$ cat config.mk
export PLATFORM = sky130hd
export DESIGN_NAME = inst_ram_arbiter
export DESIGN_NICKNAME = d
export VERILOG_FILES = /design/src/rtl/inst_ram_arbiter_pkg.sv /design/src/rtl/inst_rsp_hold.sv /design/src/rtl/inst_ram_arbiter.sv
export SDC_FILE = /design/constraint.sdc
export NUM_CORES = 1
export LEC_CHECK = 0
export ABC_CLOCK_PERIOD_IN_PS = 10800
export CAP_MARGIN = 20
export CORE_AREA = 5 5 103 105
export DETAILED_ROUTE_END_ITERATION = 8
export DIE_AREA = 0 0 108 110
export GPL_TIMING_DRIVEN = 0
export HOLD_SLACK_MARGIN = 0.1
export PLACE_DENSITY = 0.78
export SLEW_MARGIN = 25
export SYNTH_ARGS = -nofsm -noshare
export SYNTH_HDL_FRONTEND = slang
export SYNTH_SLANG_ARGS = --single-unit
$ cat constraint.sdc
create_clock -name clk -period 10.8 [get_ports clk]
set_input_delay 3.24 -clock clk [delete_from_list [all_inputs] [get_ports clk]]
set_output_delay 3.24 -clock clk [all_outputs]
set_load 0.05 [all_outputs]
$ cat src/rtl/inst_ram_arbiter_pkg.sv
// Shared encodings for the instruction RAM arbiter: response owners,
// the {pend_valid, hold_valid} state view, and the starvation limit default.
package inst_ram_arbiter_pkg;

  // Owner of a read whose data returns next cycle
  localparam logic OWNER_FETCH = 1'b0;
  localparam logic OWNER_AUX   = 1'b1;

  // State view = {pend_valid, hold_valid}
  localparam logic [1:0] ST_IDLE      = 2'b00;
  localparam logic [1:0] ST_HOLD      = 2'b01;
  localparam logic [1:0] ST_RESP      = 2'b10;
  localparam logic [1:0] ST_RESP_HOLD = 2'b11;

  // Default number of consecutive aux denials before aux is forced through
  localparam int MAX_WAIT_DEFAULT = 4;

  // Wait counter width; MAX_WAIT is limited to 1..15
  localparam int WAIT_W = 4;

  // Saturating increment of the starvation counter
  function automatic logic [WAIT_W-1:0] sat_inc(input logic [WAIT_W-1:0] value,
                                                input logic [WAIT_W-1:0] limit);
    return (value >= limit) ? limit : value + 1'b1;
  endfunction

endpackage

$ cat src/rtl/inst_rsp_hold.sv
// One-entry parking register for a fetch response the consumer could not
// accept. Captures the live RAM word, keeps presenting it until the consumer
// takes it or a redirect cancels it, and muxes parked vs. live data.
module inst_rsp_hold #(
  parameter int DATA_W = 32
) (
  input  logic              clk,
  input  logic              reset,
  input  logic              live_valid,
  input  logic [DATA_W-1:0] live_data,
  input  logic              ready,
  input  logic              cancel,
  output logic              hold_valid,
  output logic              rsp_valid,
  output logic [DATA_W-1:0] rsp_data
);

  logic              capture;
  logic [DATA_W-1:0] hold_data;

  // A live response that is not accepted this cycle gets parked
  assign capture = live_valid & ~ready & ~hold_valid;

  // Parked entry is released by acceptance or by a redirect
  always_ff @(posedge clk or posedge reset) begin
    if (reset) begin
      hold_valid <= 1'b0;
    end else if (hold_valid && (ready || cancel)) begin
      hold_valid <= 1'b0;
    end else if (capture) begin
      hold_valid <= 1'b1;
    end
  end

  // Data payload only needs loading; hold_valid qualifies it
  always_ff @(posedge clk) begin
    if (capture) begin
      hold_data <= live_data;
    end
  end

  // Parked data takes priority over whatever the RAM is returning now
  always_comb begin
    rsp_valid = live_valid;
    rsp_data  = live_data;
    if (hold_valid) begin
      rsp_valid = ~cancel;
      rsp_data  = hold_data;
    end
  end

endmodule

$ cat src/rtl/inst_ram_arbiter.sv
// Arbitrates the single-port instruction RAM between the fetch stage and an
// auxiliary (boot/debug) port. Fetch normally wins; aux is forced through
// after MAX_WAIT consecutive denials. Read data returns one cycle after the
// grant and is steered to its owner; fetch data can be parked while the
// consumer stalls and is dropped on a redirect.
module inst_ram_arbiter
  import inst_ram_arbiter_pkg::*;
#(
  parameter int ADDR_W   = 32,
  parameter int DATA_W   = 32,
  parameter int MAX_WAIT = MAX_WAIT_DEFAULT
) (
  input  logic              clk,
  input  logic              reset,
  input  logic              f_req,
  input  logic [ADDR_W-1:0] f_addr,
  output logic              f_gnt,
  input  logic              f_cancel,
  output logic              f_rsp_valid,
  output logic [DATA_W-1:0] f_rsp_data,
  input  logic              f_rsp_ready,
  input  logic              a_req,
  input  logic [3:0]        a_we,
  input  logic [ADDR_W-1:0] a_addr,
  input  logic [DATA_W-1:0] a_wdata,
  output logic              a_gnt,
  output logic              a_rsp_valid,
  output logic [DATA_W-1:0] a_rsp_data,
  output logic              ram_en,
  output logic [ADDR_W-1:0] ram_addr,
  output logic [3:0]        ram_w_en,
  output logic [DATA_W-1:0] ram_w_data,
  input  logic [DATA_W-1:0] ram_r_data
);

  localparam logic [WAIT_W-1:0] WAIT_LIM = WAIT_W'(MAX_WAIT);

  logic              pend_valid;
  logic              pend_owner;
  logic              pend_kill;
  logic              hold_valid;
  logic [WAIT_W-1:0] wait_cnt;

  logic              pend_is_fetch;
  logic              pend_is_aux;
  logic              aux_force;
  logic              fetch_ok;
  logic              read_issue;
  logic              live_valid;

  assign pend_is_fetch = pend_valid & (pend_owner == OWNER_FETCH);
  assign pend_is_aux   = pend_valid & (pend_owner == OWNER_AUX);

  // Grant: fetch first unless it is blocked by its own undelivered data or
  // aux has been starved long enough. Grants are held off during reset.
  always_comb begin
    aux_force = a_req & (wait_cnt == WAIT_LIM);
    fetch_ok  = f_req & ~hold_valid & ~(pend_is_fetch & ~f_rsp_ready);
    f_gnt     = fetch_ok & ~aux_force & ~reset;
    a_gnt     = a_req & ~f_gnt & ~reset;
  end

  // RAM port: the granted requester's address; only aux may write
  always_comb begin
    ram_en     = f_gnt | a_gnt;
    ram_addr   = a_gnt ? a_addr : f_addr;
    ram_w_en   = a_gnt ? a_we : 4'b0000;
    ram_w_data = a_wdata;
  end

  // Aux writes finish at the grant; only reads produce a return next cycle
  assign read_issue = f_gnt | (a_gnt & (a_we == 4'b0000));

  // Track whose read data the RAM will present next cycle
  always_ff @(posedge clk or posedge reset) begin
    if (reset) begin
      pend_valid <= 1'b0;
      pend_owner <= OWNER_FETCH;
      pend_kill  <= 1'b0;
    end else begin
      pend_valid <= read_issue;
      pend_owner <= f_gnt ? OWNER_FETCH : OWNER_AUX;
      // A cancel without a redirect fetch: nothing issued now may reach fetch
      pend_kill  <= f_cancel & ~f_gnt;
    end
  end

  // Count consecutive aux denials, saturating at the forcing threshold
  always_ff @(posedge clk or posedge reset) begin
    if (reset) begin
      wait_cnt <= '0;
    end else if (a_req && !a_gnt) begin
      wait_cnt <= sat_inc(wait_cnt, WAIT_LIM);
    end else begin
      wait_cnt <= '0;
    end
  end

  // Live fetch return, suppressed by a cancel in the return cycle
  assign live_valid = pend_is_fetch & ~pend_kill & ~f_cancel;

  inst_rsp_hold #(
    .DATA_W (DATA_W)
  ) u_hold (
    .clk        (clk),
    .reset      (reset),
    .live_valid (live_valid),
    .live_data  (ram_r_data),
    .ready      (f_rsp_ready),
    .cancel     (f_cancel),
    .hold_valid (hold_valid),
    .rsp_valid  (f_rsp_valid),
    .rsp_data   (f_rsp_data)
  );

  // Aux is always ready, so its read data is passed straight through
  assign a_rsp_valid = pend_is_aux;
  assign a_rsp_data  = ram_r_data;

endmodule

=== Word-level counts from Yosys, hierarchy flattened ===
Cells that the tools add are included.

* Register bits: 40
* Input port bits: 138

* $add $sub $neg: 1
* $lt $le $gt $ge: 1
* Eq/ne operators: 1
* Muxes and demuxes: 9
* Bitwise operators: 27
* Reduce and logical (&&, ||, !) cells: 6

{| class="wikitable"
|+ Operators by type and width
! cell !! number
|-
| 32-bit two-way mux || 2
|-
| 1-bit AND || 16
|-
| 4-bit two-way mux || 3
|-
| 1-bit inverter || 9
|-
| 4-bit by 1-bit adder with 4-bit output (second input constant) || 1
|-
| 4-bit by 3-bit equality test with 1-bit output (second input constant) || 1
|-
| 4-bit by 3-bit >= comparator with 1-bit output (second input constant) || 1
|-
| 4-bit logical NOT || 1
|-
| 1-bit two-way mux || 4
|-
| 1-bit logical AND || 2
|-
| 1-bit OR || 2
|-
| 2-bit nonzero test || 1
|-
| 1-bit logical NOT || 1
|-
| 1-bit logical OR || 1
|}

=== Depth between registers and ports, before layout ===
* Depth in word-level cells: 13
* Mapped depth: 6

=== Hierarchy ===
A second synthesis with hierarchy kept.

* Cell total of the unflattened synthesis: 210
* Area, all modules: 2,808.9 µm²

{| class="wikitable"
|+ By module, submodules not included
! module !! times used !! cells each !! area an instance (µm²) !! seq. area each (µm²)
|-
| inst_rsp_hold || 1 || 74 || 1,550.2 || 985.9
|-
| inst_ram_arbiter || 1 || 136 || 1,258.7 || 175.2
|}

=== Worst setup path before layout ===
No wires, ideal clock.

* Path type: in2out
* Start point: input port f_rsp_ready
* End point: output port ram_addr[26]
* Arrival time: 4,755 ps
* Data required time: 7,560 ps
* Path slack: 2,805 ps
* Cell stages on the path: 4
* Path buffers: 1
* Cell sequence: or3b_4 a31oi_4 buf_6 mux2_1

* Longest elaborated chain between the ends: 10

{| class="wikitable"
|+ RTL lines
! what !! RTL line !! RTL
|-
| start: declaration || inst_ram_arbiter.sv:21 || <nowiki>input logic f_rsp_ready,</nowiki>
|-
| 1-bit inverter || inst_ram_arbiter.sv:58 || <nowiki>fetch_ok = f_req & ~hold_valid & ~(pend_is_fetch & ~f_rsp_ready);</nowiki>
|-
| 1-bit AND || inst_ram_arbiter.sv:58 ||
|-
| 1-bit inverter || inst_ram_arbiter.sv:58 ||
|-
| 1-bit AND || inst_ram_arbiter.sv:58 ||
|-
| 1-bit AND (2 in series) || inst_ram_arbiter.sv:59 || <nowiki>f_gnt = fetch_ok & ~aux_force & ~reset;</nowiki>
|-
| 1-bit inverter || inst_ram_arbiter.sv:60 || <nowiki>a_gnt = a_req & ~f_gnt & ~reset;</nowiki>
|-
| 1-bit AND (2 in series) || inst_ram_arbiter.sv:60 ||
|-
| named net a_gnt || inst_ram_arbiter.sv:26 || <nowiki>output logic a_gnt,</nowiki>
|-
| 32-bit two-way mux || inst_ram_arbiter.sv:66 || <nowiki>ram_addr = a_gnt ? a_addr : f_addr;</nowiki>
|-
| end: declaration || inst_ram_arbiter.sv:30 || <nowiki>output logic [ADDR_W-1:0] ram_addr,</nowiki>
|}

The timed path passes the listed nets, and every way through them passes these cells.

=== Worst setup path after layout ===
* Start point: input port f_rsp_ready
* End point: output port ram_addr[11]

* Longest elaborated chain between the ends: 10

{| class="wikitable"
|+ RTL lines
! what !! RTL line
|-
| 1-bit inverter || inst_ram_arbiter.sv:58
|-
| 1-bit AND || inst_ram_arbiter.sv:58
|-
| 1-bit inverter || inst_ram_arbiter.sv:58
|-
| 1-bit AND || inst_ram_arbiter.sv:58
|-
| 1-bit AND (2 in series) || inst_ram_arbiter.sv:59
|-
| 1-bit inverter || inst_ram_arbiter.sv:60
|-
| 1-bit AND (2 in series) || inst_ram_arbiter.sv:60
|-
| 32-bit two-way mux || inst_ram_arbiter.sv:66
|}

Every way passes these cells.

==> flow_metrics.py <==
metrics = {
    "die": {
        "die_w_um": 108,
        "initial_utilization_pct": 27.7,
        "io_pins": 275,
        "core_area_um2": 9550,
        "die_h_um": 110,
        "design.die.area_um2": 11900,
        "row_count": 36,
    },
    "route": {
        "drt_iter0_drc": 83,
        "drt_first_pass_iters": 4,
        "via_per_inst": 4.16,
        "final_antenna_net_count": 0,
        "wl_per_cell_um": 16.9,
        "wl_um": 10100,
        "drt_drc_violations_left": 0,
        "vias": 2483,
    },
    "clock_tree": {
        "cts_buffer_depth": 2,
        "cts_resized": 0,
        "h-tree-depth": 2,
        "cts_buffers": 5,
        "cts_tree": "built",
        "cts.clk_slew.worst_paths_ns": 0.07,
        "clock-root-buffer": "clkbuf_8",
        "cts_setup_buffers": 0,
        "insertion_delay_ns": 0.29,
        "ctsHoldBuffers": 0,
        "clock-sinks": 40,
    },
    "placement": {
        "dp_hpwl_um": 8760,
        "place_ws_ns": 1.65,
        "port_buffers": 242,
        "dpl_cell_area_um2": 5270,
        "gp_congestion": 0.692,
    },
    "grt": {
        "antenna_found_initial": 0,
        "first_global_vias": 2617,
        "grt_first_pass_wirelength_um": 14000,
        "grt_max_degree": 13,
        "gr-total-overflow": 0,
        "track_usage_pct": 15.2,
    },
    "worst_setup_path": {
        "startpoint_type": "input pin",
        "r2r_start": "u_hold.hold_valid",
        "startpoint": "f_rsp_ready",
        "cp_max_fo": 10,
        "worstPathRequired_ns": 7.56,
        "cp.arrival_ns": 5.90,
        "crit_type": "in2out",
        "endpoint_kind": "output pin",
    },
    "timing": {
        "clock_skew_ns": 0.00871,
        "holdWs_ns": 0.488,
        "period_minus_slack_ns": 9.14,
        "slew_headroom_pct": 47.7,
        "fin_tns_setup_ns": 0,
        "period_share_pct": 84.6,
        "rsz0062_at_grt": "false",
        "worst_pin_slew_ns": 0.783,
        "setup_violations": 0,
        "fmax_ghz": 0.109,
        "setup_ws_ns": 1.66,
        "hold_viol": 0,
        "report.final.slew_viol_count": 0,
    },
    "status": {
        "status": "completed",
    },
    "cells_and_area": {
        "final_common_cell": "clkdlybuf4s50_1",
        "finalInstanceArea_um2": 5350,
        "syn2layout_area_growth_pct": 102,
        "nets": 603,
        "drive_gt1_share_pct": 31.3,
        "diodes": 0,
        "final_cell_mix": "242 x clkdlybuf4s50_1, 64 x buf_4, 62 x mux2_2",
        "fillCellCount": 858,
    },
    "yosys": {
        "synth_area_per_cell_um2": 12.7,
        "synth_xor_area_share_pct": 0,
        "synth_area_um2": 2650,
        "synth-seq-area-share_pct": 43.9,
        "synth_seq_cells": 40,
        "syn_inst": 209,
        "synthAdderAreaFrac_pct": 0.945,
        "synth_top_family_by_area": "multiplexers",
        "synth_cell_type_count": 28,
        "synth_compound_area_share_pct": 1.51,
        "yosys.area_share.simple_pct": 5.72,
        "synth_fp_nets": 349,
        "synthMuxAreaShare_pct": 27.2,
        "yosys_warnings": 0,
    },
    "hold_path": {
        "hold_path_class": "reg2reg",
        "min_from": "wait_cnt[3]",
    },
    "pwr": {
        "power_density_nw_per_um2": 98.5,
        "p_leak_nw": 2.06,
        "peakVddDrop_mv": 0.0497,
        "p_total_uw": 527,
    },
    "run": {
        "maxCapViolations": 0,
    },
}
registers in the layout, summed over array words and instances (netlist names):
signal             cells
u_hold.hold_data      32
wait_cnt               4
pend_kill              1
pend_owner             1
pend_valid             1
u_hold.hold_valid      1
report_power, final:
| group | switching [mW] | internal (mW) | leakage (nW) |
|---|---|---|---|
| Sequential | 0.00102 | 0.168 | 0.389 |
| Clock | 0.0493 | 0.0454 | 0.0422 |
| Combinational | 0.149 | 0.114 | 1.63 |
| Total | 0.199 | 0.328 | 2.06 |
metrics by stage:
stage / util [%] / std cells
final: 56.0 / 597
after global routing: 56.0 / 597
after CTS: 56.0 / 597
after detailed placement: 55.2 / 589
after global placement: 54.8 / 584
after floorplan: - / 209
area by class of cell:
type | instances | area [um^2] | area share, %
Timing Repair Buffer | 247 | 2450 | 45.8
Inverter | 4 | 15.0 | 0.281
Sequential cell | 40 | 1160 | 21.7
Clock buffer | 7 | 76.3 | 1.43
Buffer | 71 | 531 | 9.92
Multi-Input combinational cell | 94 | 947 | 17.7
Tap cell | 133 | 166 | 3.11
Clock inverter | 1 | 5.00 | 0.0936
path summary, 6_finish.rpt:
check | endpoint | slack, ns | cells past startpoint
min reg2reg | wait_cnt[1] | 0.49 | 1
min | wait_cnt[1] | 0.49 | 1
max reg2reg | u_hold.hold_data[1] | 7.96 | 7
max | ram_addr[11] | 1.66 | 6
max in group asynchronous | wait_cnt[0] | 7.24 | 2
min in group asynchronous | wait_cnt[2] | 3.34 | 2
logic make-up (layout without fill, tap and decap cells):
group,Yosys count,after routing
buf+inv,75,330
mux,64,64
flops,40,40
simple gates,23,23
compound gates,4,4
fa+ha+maj,2,2
other cells,1,1
cells in the mapped netlist:
master    instances  share of area [%]
a31oi_1           1               0.24
a31oi_4           1               0.80
and2_1            6                1.4
buf_1             3               0.43
buf_2             1               0.19
buf_4            64                 18
buf_6             3                1.3
conb_1            1               0.14
dfrtp_1           8                7.6
edfxtp_1         32                 36
ha_1              2               0.95
inv_1             4               0.57
mux2_1            2               0.85
mux2_2           62                 26
nand2_1           3               0.43
nand2b_1          1               0.24
nand3_1           1               0.19
nand4b_1          1               0.33
nor2_1            3               0.43
nor3_1            1               0.19
nor3b_1           1               0.28
nor3b_4           1               0.71
nor4_1            2               0.47
nor4b_1           1               0.33
o21ai_0           1               0.19
o31ai_1           1               0.28
or3b_4            1               0.43
or4_1             1               0.28
metal layers:
layer  vias up  track usage, %  wire (um)
met4         0            3.16         62
met3         4            4.14        664
met5         -               0          0
met1      1197            18.0       3830
met2        99            27.9       5550
li1       1183               -          -
worst max-delay path: stages:
cell	delay, ns
clkdlybuf4s50_1	0.47
or3b_4	0.45
a31oi_4	0.40
buf_6	0.22
mux2_2	0.36
clkdlybuf4s50_1	0.75
No activity file was read; power rests on OpenSTA's default activity.
